File: config.mk
export PLATFORM = sky130hd
export DESIGN_NAME = serial_receiver
export DESIGN_NICKNAME = d
export VERILOG_FILES = /design/src/rtl/serial_receiver.sv
export SDC_FILE = /design/constraint.sdc
export NUM_CORES = 1
export LEC_CHECK = 0
export BUFFER_PORTS_ARGS = -buffer_cell sky130_fd_sc_hd__buf_4
export CAP_MARGIN = 15
export CELL_PAD_IN_SITES_DETAIL_PLACEMENT = 0
export CELL_PAD_IN_SITES_GLOBAL_PLACEMENT = 1
export CORE_ASPECT_RATIO = 0.9
export CORE_MARGIN = 2
export CORE_UTILIZATION = 40
export CTS_CLUSTER_DIAMETER = 40
export DETAILED_ROUTE_END_ITERATION = 6
export HOLD_SLACK_MARGIN = 0.05
export PLACE_DENSITY_LB_ADDON = 0.1
export REMOVE_ABC_BUFFERS = 1
export SLEW_MARGIN = 40
export SYNTH_ARGS = -nofsm -noshare
export SYNTH_HDL_FRONTEND = slang
export SYNTH_SLANG_ARGS = --single-unit
File: constraint.sdc
create_clock -name clk -period 4 [get_ports clk]
set_input_delay 0.4 -clock clk [delete_from_list [all_inputs] [get_ports clk]]
set_output_delay 0.4 -clock clk [all_outputs]
set_load 0.05 [all_outputs]
File: src/rtl/serial_receiver.sv
// -----------------------------------------------------------------------------
// serial_receiver
//   Receiving end of the one-wire serial link. The line idles low. A frame is
//   one start bit (1) followed by DATA_W data bits, MSB first, one bit per clk.
//   The sender drives on negedge, so every posedge samples mid-bit. The
//   rebuilt word is presented with a one-cycle valid pulse. A line held high
//   for too long after a frame raises line_err until the line returns low.
//
// Parameters
//   DATA_W        payload bits per frame (start bit excluded)
//   GAP_TIMEOUT   high samples tolerated in GAP before line_err is raised
//
// Ports
//   clk             in   1       single clock, sin sampled on posedge
//   rst             in   1       asynchronous, active-high reset
//   sin             in   1       serial input, same clock domain as sender
//   out_data        out  DATA_W  last completed word, MSB = first data bit
//   out_data_valid  out  1       one-cycle pulse when out_data is updated
//   busy            out  1       high while a frame is being received
//   line_err        out  1       sin stuck high in GAP; cleared on next low
// -----------------------------------------------------------------------------
module serial_receiver #(
    parameter int DATA_W      = 40,
    parameter int GAP_TIMEOUT = 64
) (
    input  logic              clk,
    input  logic              rst,
    input  logic              sin,
    output logic [DATA_W-1:0] out_data,
    output logic              out_data_valid,
    output logic              busy,
    output logic              line_err
);

    localparam int CNT_W = $clog2(DATA_W);
    localparam int GAP_W = $clog2(GAP_TIMEOUT + 1);

    typedef enum logic [1:0] {
        IDLE = 2'd0,
        RECV = 2'd1,
        GAP  = 2'd2
    } state_t;

    state_t            r_state;
    state_t            w_next_state;
    logic [CNT_W-1:0]  r_cnt;
    logic [GAP_W-1:0]  r_gap_cnt;
    logic [DATA_W-1:0] r_shreg;
    logic [DATA_W-1:0] r_out_data;
    logic              r_valid;
    logic              r_busy;
    logic              r_line_err;

    logic              w_last_bit;
    logic [DATA_W-1:0] w_word;

    // The word including the bit being sampled right now; on the final data
    // bit this is the complete frame.
    assign w_word     = {r_shreg[DATA_W-2:0], sin};
    assign w_last_bit = (r_state == RECV) && (r_cnt == CNT_W'(DATA_W - 1));

    // NOTE: sequential state uses non-blocking (<=) so every register samples
    // the pre-edge values of the others, independent of statement order.
    always_ff @(posedge clk or posedge rst) begin
        if (rst) begin
            r_state <= IDLE;
        end else begin
            r_state <= w_next_state;
        end
    end

    // NOTE: next state gets a default before the case so no path leaves it
    // unassigned, which would otherwise infer a latch.
    always_comb begin
        w_next_state = r_state;
        case (r_state)
            IDLE:    if (sin) w_next_state = RECV;
            RECV:    if (w_last_bit) w_next_state = GAP;
            // A high sample here is never a start bit: at least one low bit
            // must separate frames.
            GAP:     if (!sin) w_next_state = IDLE;
            default: w_next_state = IDLE;
        endcase
    end

    always_ff @(posedge clk or posedge rst) begin
        if (rst) begin
            r_cnt      <= '0;
            r_gap_cnt  <= '0;
            r_shreg    <= '0;
            r_out_data <= '0;
            r_valid    <= 1'b0;
            r_busy     <= 1'b0;
            r_line_err <= 1'b0;
        end else begin
            r_valid <= 1'b0;
            r_busy  <= (w_next_state == RECV);
            case (r_state)
                IDLE: begin
                    // The start sample itself is not stored.
                    if (sin) begin
                        r_cnt <= '0;
                    end
                end
                RECV: begin
                    r_shreg <= w_word;
                    r_cnt   <= r_cnt + CNT_W'(1);
                    if (w_last_bit) begin
                        r_out_data <= w_word;
                        r_valid    <= 1'b1;
                        r_gap_cnt  <= '0;
                    end
                end
                GAP: begin
                    if (!sin) begin
                        r_line_err <= 1'b0;
                    end else if (r_gap_cnt != GAP_W'(GAP_TIMEOUT)) begin
                        // Counter saturates at GAP_TIMEOUT; the error is raised
                        // on the same edge the count reaches it.
                        r_gap_cnt <= r_gap_cnt + GAP_W'(1);
                        if (r_gap_cnt == GAP_W'(GAP_TIMEOUT - 1)) begin
                            r_line_err <= 1'b1;
                        end
                    end
                end
                default: ;
            endcase
        end
    end

    assign out_data       = r_out_data;
    assign out_data_valid = r_valid;
    assign busy           = r_busy;
    assign line_err       = r_line_err;

endmodule

==> impl_results.md, run 1 <==
- Status: completed
- Setup WS post-layout: 1630 ps
- Post-CTS sizing: 0
- Clock skew: 9.43 ps
- Fmax: 422 MHz
- DIE AREA: 10400 sq um
- Buffers & Inverters on Critical Path: 1
- Ys flop type: dfrtp_1
- Critical Path AT: 2620 ps
- Total routed wirelength: 7470 um
- CTS tree: built
- Critical Path Start: r_state[1]
- Placement Rows: 33
- Slew margin rel.: 0.551
- Crit path kind: register to register
- R2R depth: 5
- Busiest grt layer: met2
- Die X: 107 um
- Clock-pin transition on the worst setup and hold timing paths: 100 ps
- GR Util met2: 0.244
- Initial antenna violation count: 0
- CP max FO: 46
- Max stage delay on crit path: 800 ps
- Min Tclk post-route: 2370 ps
- DRT Pass-1 Iters: 4
- FF-to-FF End: r_gap_cnt[2]
- RSZ-0062 raised after global routing: no
- Slowest CP cell: or4_4
- DPL Wire Length: 4560 um
- Diode count: 0
- Grt total ovfl: 0
- Most common cell after layout, fill and taps aside: nand2_1
- Number of global-route vias before repair: 2755
- R2R setup slack: 1630 ps
- Place WS: 1610 ps
- Cts-stage hold buffer count: 0
- Synthesis-to-finish area growth: 17.7%
- Total track usage: 0.156
- GRT met3 Usage: 0.0431
- Post-synthesis sequential area ratio: 0.631
- P per Cell Area: 808 nW/um^2
- First-pass GRT wire length: 13000 um
- Critical path's top delay family: simple AND/OR/NAND/NOR gates
- Core Area: 9250 sq um
- Count of input and output buffers: 45
- Final ANT Viol Nets: 0
- Skew-Pair Late Insertion Delay: 360 ps
- HP Class: primary input to asynchronous set/reset pin
- Final Instance Area: 4530 sq um
- Hold slack: 145 ps
- Crit path capture type: register
- Leakage power: 2.49 nW
- Final max-slew violation count: 0
- Crit path cell chain: nand2b_2 -> or4_4 -> inv_6 -> nor2_2 -> a211o_1
- Drt drc: 0
- Worst-Margin Slew: 674 ps
- H-tree Lvls: 3
- Largest net degree at the start of global routing: 77
- Commonest non-fill, non-tap cells in the layout: nand2_1 (246), dfrtp_1 (97), buf_4 (47), clkbuf_8 (10), o21ai_0 (9)
- Vias: 2786
- Final #Nets: 471
- Maximum vdd drop: 0.405 mV
- Post-CTS Setup Bufs: 0
- Tcrit/Tclk final: 0.592
- Synthesized area: 3850 sq um
- Post-Syn Instances: 425
- Synth Warn #: 0
- # IOs: 46
- EDFF count, synth: 0
- CTS max path bufs: 2
- Met1 Use GR: 0.213
- RR Startpoint: r_state[1]
- WP data required: 4250 ps
- FFs w/ async S/R, synth: 1.00
- Setup TNS: 0 ps
- Chip height: 97.0 um
- Num Clock Sinks: 97
- Mean area per synthesized cell: 9.05 sq um
- Vias per cell: 4.71
- Count of final setup violators: 0
- Initial core utilization: 0.416
- Root buf cell: clkbuf_8
- Maxcap violations: 0
- Hold Fails Final Rpt: 0
- Cts bufs inserted: 9
- Share of layout cells above drive strength 1: 0.153
- Unique cell type count in the Yosys netlist: 34
- DR WL/cell: 12.6 um
- Register bit total from synthesis: 97
- Final core utilization: 0.490
- GPL Wtd Cong: 0.759
- Initial DRC Count: 175
- Dpl cell area: 4300 sq um
- CP Launch Type: register
==> cell families (layout without fill, tap and decap cells) <==
family	count (synthesis)	after routing	synth area share
buffers and inverters	25	70	0.0293
AOI/OAI and AO/OA	24	24	0.0403
adders and majority gates	3	3	0.00976
DFF	97	97	0.631
muxes	4	4	0.0104
and+or+nand+nor	272	272	0.279
==> worst register-to-register path: cells and delay by family, from the launching register on <==
family                 cells  cell delay, ps
AOI/OAI and AO/OA          1             300
buffers and inverters      1             380
DFF                        1             480
and+or+nand+nor            3            1120
==> cell usage after synthesis (2+ instances only) <==
library cell,instances,share of area
mux2i_1,4,0.010
inv_1,5,0.0049
nand2_1,246,0.24
nand4_1,3,0.0049
o31ai_1,2,0.0039
ha_1,3,0.0098
nor2_1,3,0.0029
or4_1,2,0.0039
a22o_1,2,0.0046
a21o_1,2,0.0039
nand3_1,5,0.0065
clkbuf_1,13,0.013
dfrtp_1,97,0.63
o21ai_0,9,0.012
nor3_1,3,0.0039
nand2b_1,2,0.0033
a21oi_1,3,0.0039
buf_2,5,0.0065
==> metrics by stage <==
step	std cells	power, mW
final	592	3.66
after global placement	575	2.94
after CTS	592	3.71
after floorplan	406	2.54
after global routing	592	3.91
after detailed placement	576	2.98
==> sequential cells by signal (all words and copies together), names as in the netlist <==
signal	count
busy	1
r_state	2
r_shreg	39
r_cnt	6
r_gap_cnt	7
line_err	1
out_data	40
out_data_valid	1
==> layout make-up <==
type / count / area [sq um]
Fill cell: 939 / 4720
Sequential cell: 97 / 2430
Multi-Input combinational cell: 303 / 1320
Timing Repair Buffer: 48 / 368
Tap cell: 122 / 153
Clock buffer: 10 / 138
Clock inverter: 6 / 90.1
Inverter: 6 / 32.5
==> worst max-delay path by stage <==
stage | end | slack (ps) | cells past startpoint
after floorplan | r_gap_cnt[2] | 920 | 5
after global placement | r_gap_cnt[2] | 1240 | 5
after detailed placement | r_gap_cnt[2] | 1610 | 5
after CTS | r_gap_cnt[2] | 1610 | 5
after global routing | r_gap_cnt[2] | 1500 | 5
final | r_gap_cnt[2] | 1630 | 5
==> report_power, final <==
part / total (mW) / leakage, nW / switching, mW / internal [mW]
clock: 0.718 / 0.113 / 0.346 / 0.372
sequential: 1.62 / 1.26 / 0.272 / 1.35
combinational: 1.32 / 1.11 / 0.916 / 0.406
total: 3.66 / 2.49 / 1.53 / 2.13
==> metal layers <==
metal | part of all wire | wire length [um]
met5 | 0 | 0
met4 | 0.012 | 91
met3 | 0.039 | 290
met2 | 0.45 | 3330
met1 | 0.50 | 3760
(Power assumes the default switching activity.)
==> inputs of run 2 (changes only) <==
==> constraint.sdc (replaced) <==
create_clock -name clk -period 2.36 [get_ports clk]
set_input_delay 0.236 -clock clk [delete_from_list [all_inputs] [get_ports clk]]
set_output_delay 0.236 -clock clk [all_outputs]
set_load 0.05 [all_outputs]
==> impl_results.md, run 2 (synthesis results as in run 1) <==
- Status: completed (unchanged)
- Number of global-route vias before repair: 2770 (was 2755)
- Dpl cell area: 4340 sq um (was 4300 sq um)
- Initial DRC Count: 124 (was 175)
- Place WS: 340 ps (was 1610 ps)
- Drt drc: 0 (unchanged)
- Min Tclk post-route: 2020 ps (was 2370 ps)
- Area of the multi-input gates: 1320 sq um (about the same)
- Share of layout cells above drive strength 1: 0.158 (was 0.153)
- DRT Pass-1 Iters: 5 (was 4)
- Fmax: 495 MHz (was 422 MHz)
- Setup WS post-layout: 340 ps (was 1630 ps)
- Placement Rows: 33 (unchanged)
- GPL Wtd Cong: 0.730 (was 0.759)
- Final cell count without fillers: 597 (was 592)
- Fillers: 955 (was 939)
- Max reg flops: 40 (unchanged)
- Psw: 2.55 mW (was 1.53 mW)
- Initial antenna violation count: 0 (unchanged)
- P_int: 3.46 mW (was 2.13 mW)
- First-pass GRT wire length: 13000 um (about the same)
- R2R depth: 6 (was 5)
- Vias: 2818 (was 2786)
- Hold Path End: r_state[1]
- FF-to-FF End: r_gap_cnt[2] (unchanged)
- Largest net degree at the start of global routing: 55 (was 77)
- Tcrit/Tclk final: 0.856 (was 0.592)
- Total routed wirelength: 7460 um (was 7470 um)
- Final ANT Viol Nets: 0 (unchanged)
- Root buf cell: clkbuf_8 (unchanged)
- Cells after DPL: 581 (was 576)
- Crit path kind: register to register (unchanged)
- Maxcap violations: 0 (unchanged)
- Worst-Margin Slew: 690 ps (was 674 ps)
- CP max FO: 14 (was 46)
- CTS max path bufs: 2 (unchanged)
- Final Instance Area: 4530 sq um (about the same)
- Switching share of power: 0.424 (was 0.419)
- Maximum vdd drop: 0.628 mV (was 0.405 mV)
- Storage cell area: 2430 sq um (unchanged)
- Core Area: 9250 sq um (unchanged)
- Total track usage: 0.155 (was 0.156)
- WP data required: 2600 ps (was 4250 ps)
- Critical Path AT: 2260 ps (was 2620 ps)
- Slew margin rel.: 0.540 (was 0.551)
- # IOs: 46 (unchanged)
- Synthesis-to-finish area growth: 17.9% (was 17.7%)
- Clock-pin transition on the worst setup and hold timing paths: 90 ps (was 100 ps)
- Crit path capture type: register (unchanged)
- Diode count: 0 (unchanged)
- Clock skew: 9.71 ps (was 9.43 ps)
- Die X: 107 um (unchanged)
- Clock network power share: 0.171 (was 0.196)
- RR Startpoint: r_cnt[0] (was r_state[1])
- Worst Hold Path Cells: 3
- Count of input and output buffers: 45 (unchanged)
- DIE AREA: 10400 sq um (unchanged)
- Chip height: 97.0 um (unchanged)
- H-tree Lvls: 3 (unchanged)
- DR WL/cell: 12.5 um (was 12.6 um)
- CTS tree: built (unchanged)
- HP Start: sin
- Part of the power in combinational logic: 0.373 (was 0.361)
- Count of final setup violators: 0 (unchanged)
- Num Clock Sinks: 97 (unchanged)
- Post-CTS sizing: 0 (unchanged)
- P per Cell Area: 1320 nW/um^2 (was 808 nW/um^2)
- Most common cell after layout, fill and taps aside: nand2_1 (unchanged)
- Cts bufs inserted: 9 (unchanged)
- Initial core utilization: 0.416 (unchanged)
- DPL Wire Length: 4730 um (was 4560 um)
- Leakage power: 2.49 nW (about the same)
- Commonest non-fill, non-tap cells in the layout: nand2_1 (246), dfrtp_1 (97), buf_4 (52), o21ai_0 (9), clkbuf_8 (9) (was nand2_1 (246), dfrtp_1 (97), buf_4 (47), clkbuf_8 (10), o21ai_0 (9))
- Final core utilization: 0.490 (about the same)
- R2R setup slack: 340 ps (was 1630 ps)
- Vias per cell: 4.72 (was 4.71)
- Final #Nets: 477 (was 471)
- Sequential share of power: 0.455 (was 0.443)
- Final max-slew violation count: 0 (unchanged)
- CP Launch Type: register (unchanged)
- Grt total ovfl: 0 (unchanged)
- RSZ-0062 raised after global routing: no (unchanged)
- Skew-Pair Late Insertion Delay: 350 ps (was 360 ps)
- HP Class: primary input to register (was primary input to asynchronous set/reset pin)
- Hold Fails Final Rpt: 0 (unchanged)
run 2: cell type report:
type	count	area share
flip-flops and latches	97	0.535
well taps	122	0.0337
clock buffers	10	0.0281
clock inverters	5	0.0127
repair buffers	54	0.0927
inverters	6	0.00662
multi-input cells	303	0.291
run 2: how the worst max path moves through the flow:
stage / to / slack [ps] / start
finish: r_gap_cnt[2] / 340 / r_cnt[0]
global route: r_gap_cnt[2] / 220 / r_cnt[0]
CTS: r_gap_cnt[2] / 330 / r_cnt[0]
detailed placement: r_gap_cnt[2] / 340 / r_cnt[0]
global placement: r_gap_cnt[2] / 390 / r_cnt[0]
floorplan: r_gap_cnt[2] / -720 / r_state[1]
run 2: critical path: stages, from the launching register on:
cell     delay, ps
dfrtp_1        390
ha_1           210
nand2_1         80
or4_2          700
inv_6          170
nor2_2          70
a211o_1        300
run 2: stage by stage:
stage | setup TNS (ps) | hold WS [ps] | power, mW
floorplan | -61560 | 404 | 4.30
global placement | 0 | 402 | 5.01
detailed placement | 0 | 403 | 5.05
CTS | 0 | 192 | 6.11
global route | 0 | 215 | 6.46
finish | 0 | 198 | 6.01
run 2: routing by layer:
metal / GRT usage / up-vias / part of all wire
li1: - / 1421 / -
met1: 0.214 / 1349 / 0.49
met2: 0.244 / 44 / 0.47
met3: 0.0458 / 4 / 0.038
met4: 0.0325 / 0 / 0.0062
met5: 0 / - / 0
run 2: timing repair:
item	in CTS	in global routing
hold buffers	1	0
endpoints found under the hold margin	53	0
setup buffers	0	0
setup endpoints to repair	0	0
run 2: power groups by stage:
stage,Clock (mW),Combinational [mW],Sequential [mW]
finish,1.03,2.24,2.73
global route,1.14,2.49,2.84
CTS,1.08,2.29,2.74
detailed placement,0,2.28,2.77
global placement,0,2.25,2.76
floorplan,0,0.816,3.48
==> inputs of run 3 (changes only) <==
--- a/config.mk
+++ b/config.mk
@@ -5,6 +5,7 @@
 export SDC_FILE = /design/constraint.sdc
 export NUM_CORES = 1
 export LEC_CHECK = 0
+export ABC_AREA = 1
 export BUFFER_PORTS_ARGS = -buffer_cell sky130_fd_sc_hd__buf_4
 export CAP_MARGIN = 15
 export CELL_PAD_IN_SITES_DETAIL_PLACEMENT = 0
==> impl_results.md, run 3 <==
- Worst-Margin Slew: 533 ps (was 690 ps)
- Register bit total from synthesis: 97 (unchanged)
- Core Area: 9250 sq um (unchanged)
- DIE AREA: 10400 sq um (about the same)
- Vias per cell: 4.62 (was 4.72)
- Tcrit/Tclk final: 0.694 (was 0.856)
- Chip height: 97.2 um (was 97.0 um)
- Total routed wirelength: 6880 um (was 7460 um)
- RSZ-0062 raised after global routing: no (unchanged)
- Maximum vdd drop: 0.521 mV (was 0.628 mV)
- Vias: 2705 (was 2818)
- GPL Wtd Cong: 0.738 (was 0.730)
- Post-synth top area cell: dfrtp_1 (unchanged)
- Post-synthesis sequential area ratio: 0.629 (was 0.631)
- Root buf cell: clkbuf_8 (unchanged)
- Initial antenna violation count: 0 (unchanged)
- Share of layout cells above drive strength 1: 0.158 (about the same)
- Place WS: 727 ps (was 340 ps)
- Slew margin rel.: 0.645 (was 0.540)
- Met1 Use GR: 0.205 (was 0.214)
- Leakage power: 2.24 nW (was 2.49 nW)
- Final max-slew violation count: 0 (unchanged)
- Hold Fails Final Rpt: 0 (unchanged)
- CP Launch Type: register (unchanged)
- Final #Nets: 466 (was 477)
- Diode count: 0 (unchanged)
- Slowest CP cell: dfrtp_1 (was or4_2)
- DRT Pass-1 Iters: 4 (was 5)
- # IOs: 46 (unchanged)
- Drt drc: 0 (unchanged)
- Mean area per synthesized cell: 9.27 sq um (was 9.05 sq um)
- Num Clock Sinks: 97 (unchanged)
- Grt total ovfl: 0 (unchanged)
- Min Tclk post-route: 1640 ps (was 2020 ps)
- CTS tree: built (unchanged)
- Cts bufs inserted: 9 (unchanged)
- Fmax: 611 MHz (was 495 MHz)
- Placement Rows: 33 (unchanged)
- Initial core utilization: 0.417 (was 0.416)
- Share of the synthesized area in the top cell type: 0.629 (was 0.631)
- Synthesized area: 3860 sq um (was 3850 sq um)
- Total track usage: 0.146 (was 0.155)
- FFs w/ async S/R, synth: 1.00 (unchanged)
- Die X: 108 um (was 107 um)
- Post-CTS Setup Bufs: 0 (unchanged)
- Crit path capture type: register (unchanged)
- Unique cell type count in the Yosys netlist: 25 (was 34)
- Number of global-route vias before repair: 2585 (was 2770)
- GR Util met2: 0.217 (was 0.244)
- Most common cell after layout, fill and taps aside: nand2_1 (unchanged)
- Clock-pin transition on the worst setup and hold timing paths: 80 ps (was 90 ps)
- Setup WS post-layout: 723 ps (was 340 ps)
- DR WL/cell: 11.8 um (was 12.5 um)
- Max reg flops: 40 (unchanged)
- Maxcap violations: 0 (unchanged)
- Ys flop type: dfrtp_1 (unchanged)
- Synthesis-to-finish area growth: 17.1% (was 17.9%)
- Count of input and output buffers: 45 (unchanged)
- Clock skew: 10.2 ps (was 9.71 ps)
- Largest net degree at the start of global routing: 76 (was 55)
- Synth Warn #: 0 (unchanged)
- Crit path cell chain: nor2_8 -> nand3_2 -> buf_12 -> nand2_1 -> o21ai_1 (was ha_1 -> nand2_1 -> or4_2 -> inv_6 -> nor2_2 -> a211o_1)
- Top cells by area, synth: dfrtp_1 (63%), nand2_1 (11%), o21ai_1 (7.8%), inv_1 (5.0%), o21ai_0 (3.1%) (was dfrtp_1 (63%), nand2_1 (24%), clkbuf_1 (1.3%), o21ai_0 (1.2%), mux2i_1 (1.0%))
- Crit path kind: register to register (unchanged)
- First-pass GRT wire length: 12200 um (was 13000 um)
- DPL Wire Length: 4520 um (was 4730 um)
- Count of final setup violators: 0 (unchanged)
- GRT met3 Usage: 0.0496 (was 0.0458)
- Most common library cells after synthesis: nand2_1 (116), dfrtp_1 (97), o21ai_1 (60), inv_1 (51), o21ai_0 (24) (was nand2_1 (246), dfrtp_1 (97), clkbuf_1 (13), o21ai_0 (9))
- CTS max path bufs: 2 (unchanged)
- P per Cell Area: 1210 nW/um^2 (was 1320 nW/um^2)
- EDFF count, synth: 0 (unchanged)
- HP Class: primary input to register (unchanged)
- Skew-Pair Late Insertion Delay: 350 ps (about the same)
- Status: completed (unchanged)
- Post-Syn Instances: 416 (was 425)
- Most numerous cell in the Yosys netlist: nand2_1 (unchanged)
- CP max FO: 75 (was 14)
- Final ANT Viol Nets: 0 (unchanged)
- WP data required: 2590 ps (was 2600 ps)
- Busiest grt layer: met2 (unchanged)
- Critical Path AT: 1870 ps (was 2260 ps)
- Max stage delay on crit path: 470 ps (was 700 ps)
- Overall Power: 5.48 mW (was 6.01 mW)
- Commonest non-fill, non-tap cells in the layout: nand2_1 (116), dfrtp_1 (97), o21ai_1 (60), inv_1 (50), buf_4 (47) (was nand2_1 (246), dfrtp_1 (97), buf_4 (52), o21ai_0 (9), clkbuf_8 (9))
- Initial DRC Count: 101 (was 124)
- H-tree Lvls: 3 (unchanged)
## run 3: critical path, delay by kind of cell, from the launching register on
kind	cells	cell delay, ps
flip-flops	1	470
AO/OA/AOI/OAI	1	60
AND/OR/NAND/NOR	3	670
buffers and inverters	1	280
## run 3: metrics by stage
step           TNS [ps]  cells  utilization  hold WS [ps]  area [sq um]
6_report              0    585        0.488           136          4520
5_1_grt               0    585        0.488           121          4520
4_1_cts               0    585        0.488           120          4520
3_5_place_dp          0    570        0.468           335          4320
3_3_place_gp          0    570        0.468           331          4320
2_1_floorplan    -50820    399            -           357          3780
## run 3: path summary, 6_finish.rpt
check                                    end  cells past startpoint  slack (ps)   startpoint
max in group asynchronous         r_shreg[9]                      4        1220          rst
min in group asynchronous        r_shreg[13]                      3         500          rst
worst max register to register  out_data[17]                      5         720   r_state[1]
worst min register to register   r_shreg[27]                      2         480  r_shreg[26]
worst max-delay path            out_data[17]                      5         720   r_state[1]
worst min-delay path              r_shreg[0]                      3         140          sin
## run 3: logic make-up (layout without fill, tap and decap cells)
group                    Yosys count  in the layout  synth area share
flip-flops                        97             97             0.629
XOR/XNOR                           2              2           0.00454
adder cells (fa/ha/maj)            3              3           0.00973
AND/OR/NAND/NOR                  154            154             0.166
AO/OA/AOI/OAI                     88             88             0.115
buffers and inverters             72            119            0.0746
## run 3: what timing repair did
| item | in CTS | in global routing |
|---|---|---|
| setup endpoints to repair | 0 | 0 |
| hold endpoints to repair | 39 | 0 |
| hold buffers | 1 | 0 |
| resized for setup | 0 | 0 |
## run 3: report_power, final
| group | internal, mW | leakage [nW] | total (mW) | switching [mW] |
|---|---|---|---|---|
| Combinational | 0.595 | 0.868 | 1.97 | 1.38 |
| Clock | 0.478 | 0.0872 | 1.03 | 0.553 |
| Sequential | 2.19 | 1.28 | 2.48 | 0.294 |
## run 3: cell type report
type	instances	area, sq um
Clock inverter	5	58.8
Inverter	55	209
Clock buffer	9	124
Multi-Input combinational cell	247	1140
Tap cell	122	153
Sequential cell	97	2430
Fill cell	925	4730
Timing Repair Buffer	50	403
## run 3: routing by layer
metal	up-vias	share of wire
li1	1396	-
met1	1268	0.52
met2	37	0.43
met3	4	0.039
met4	0	0.0083
met5	-	0
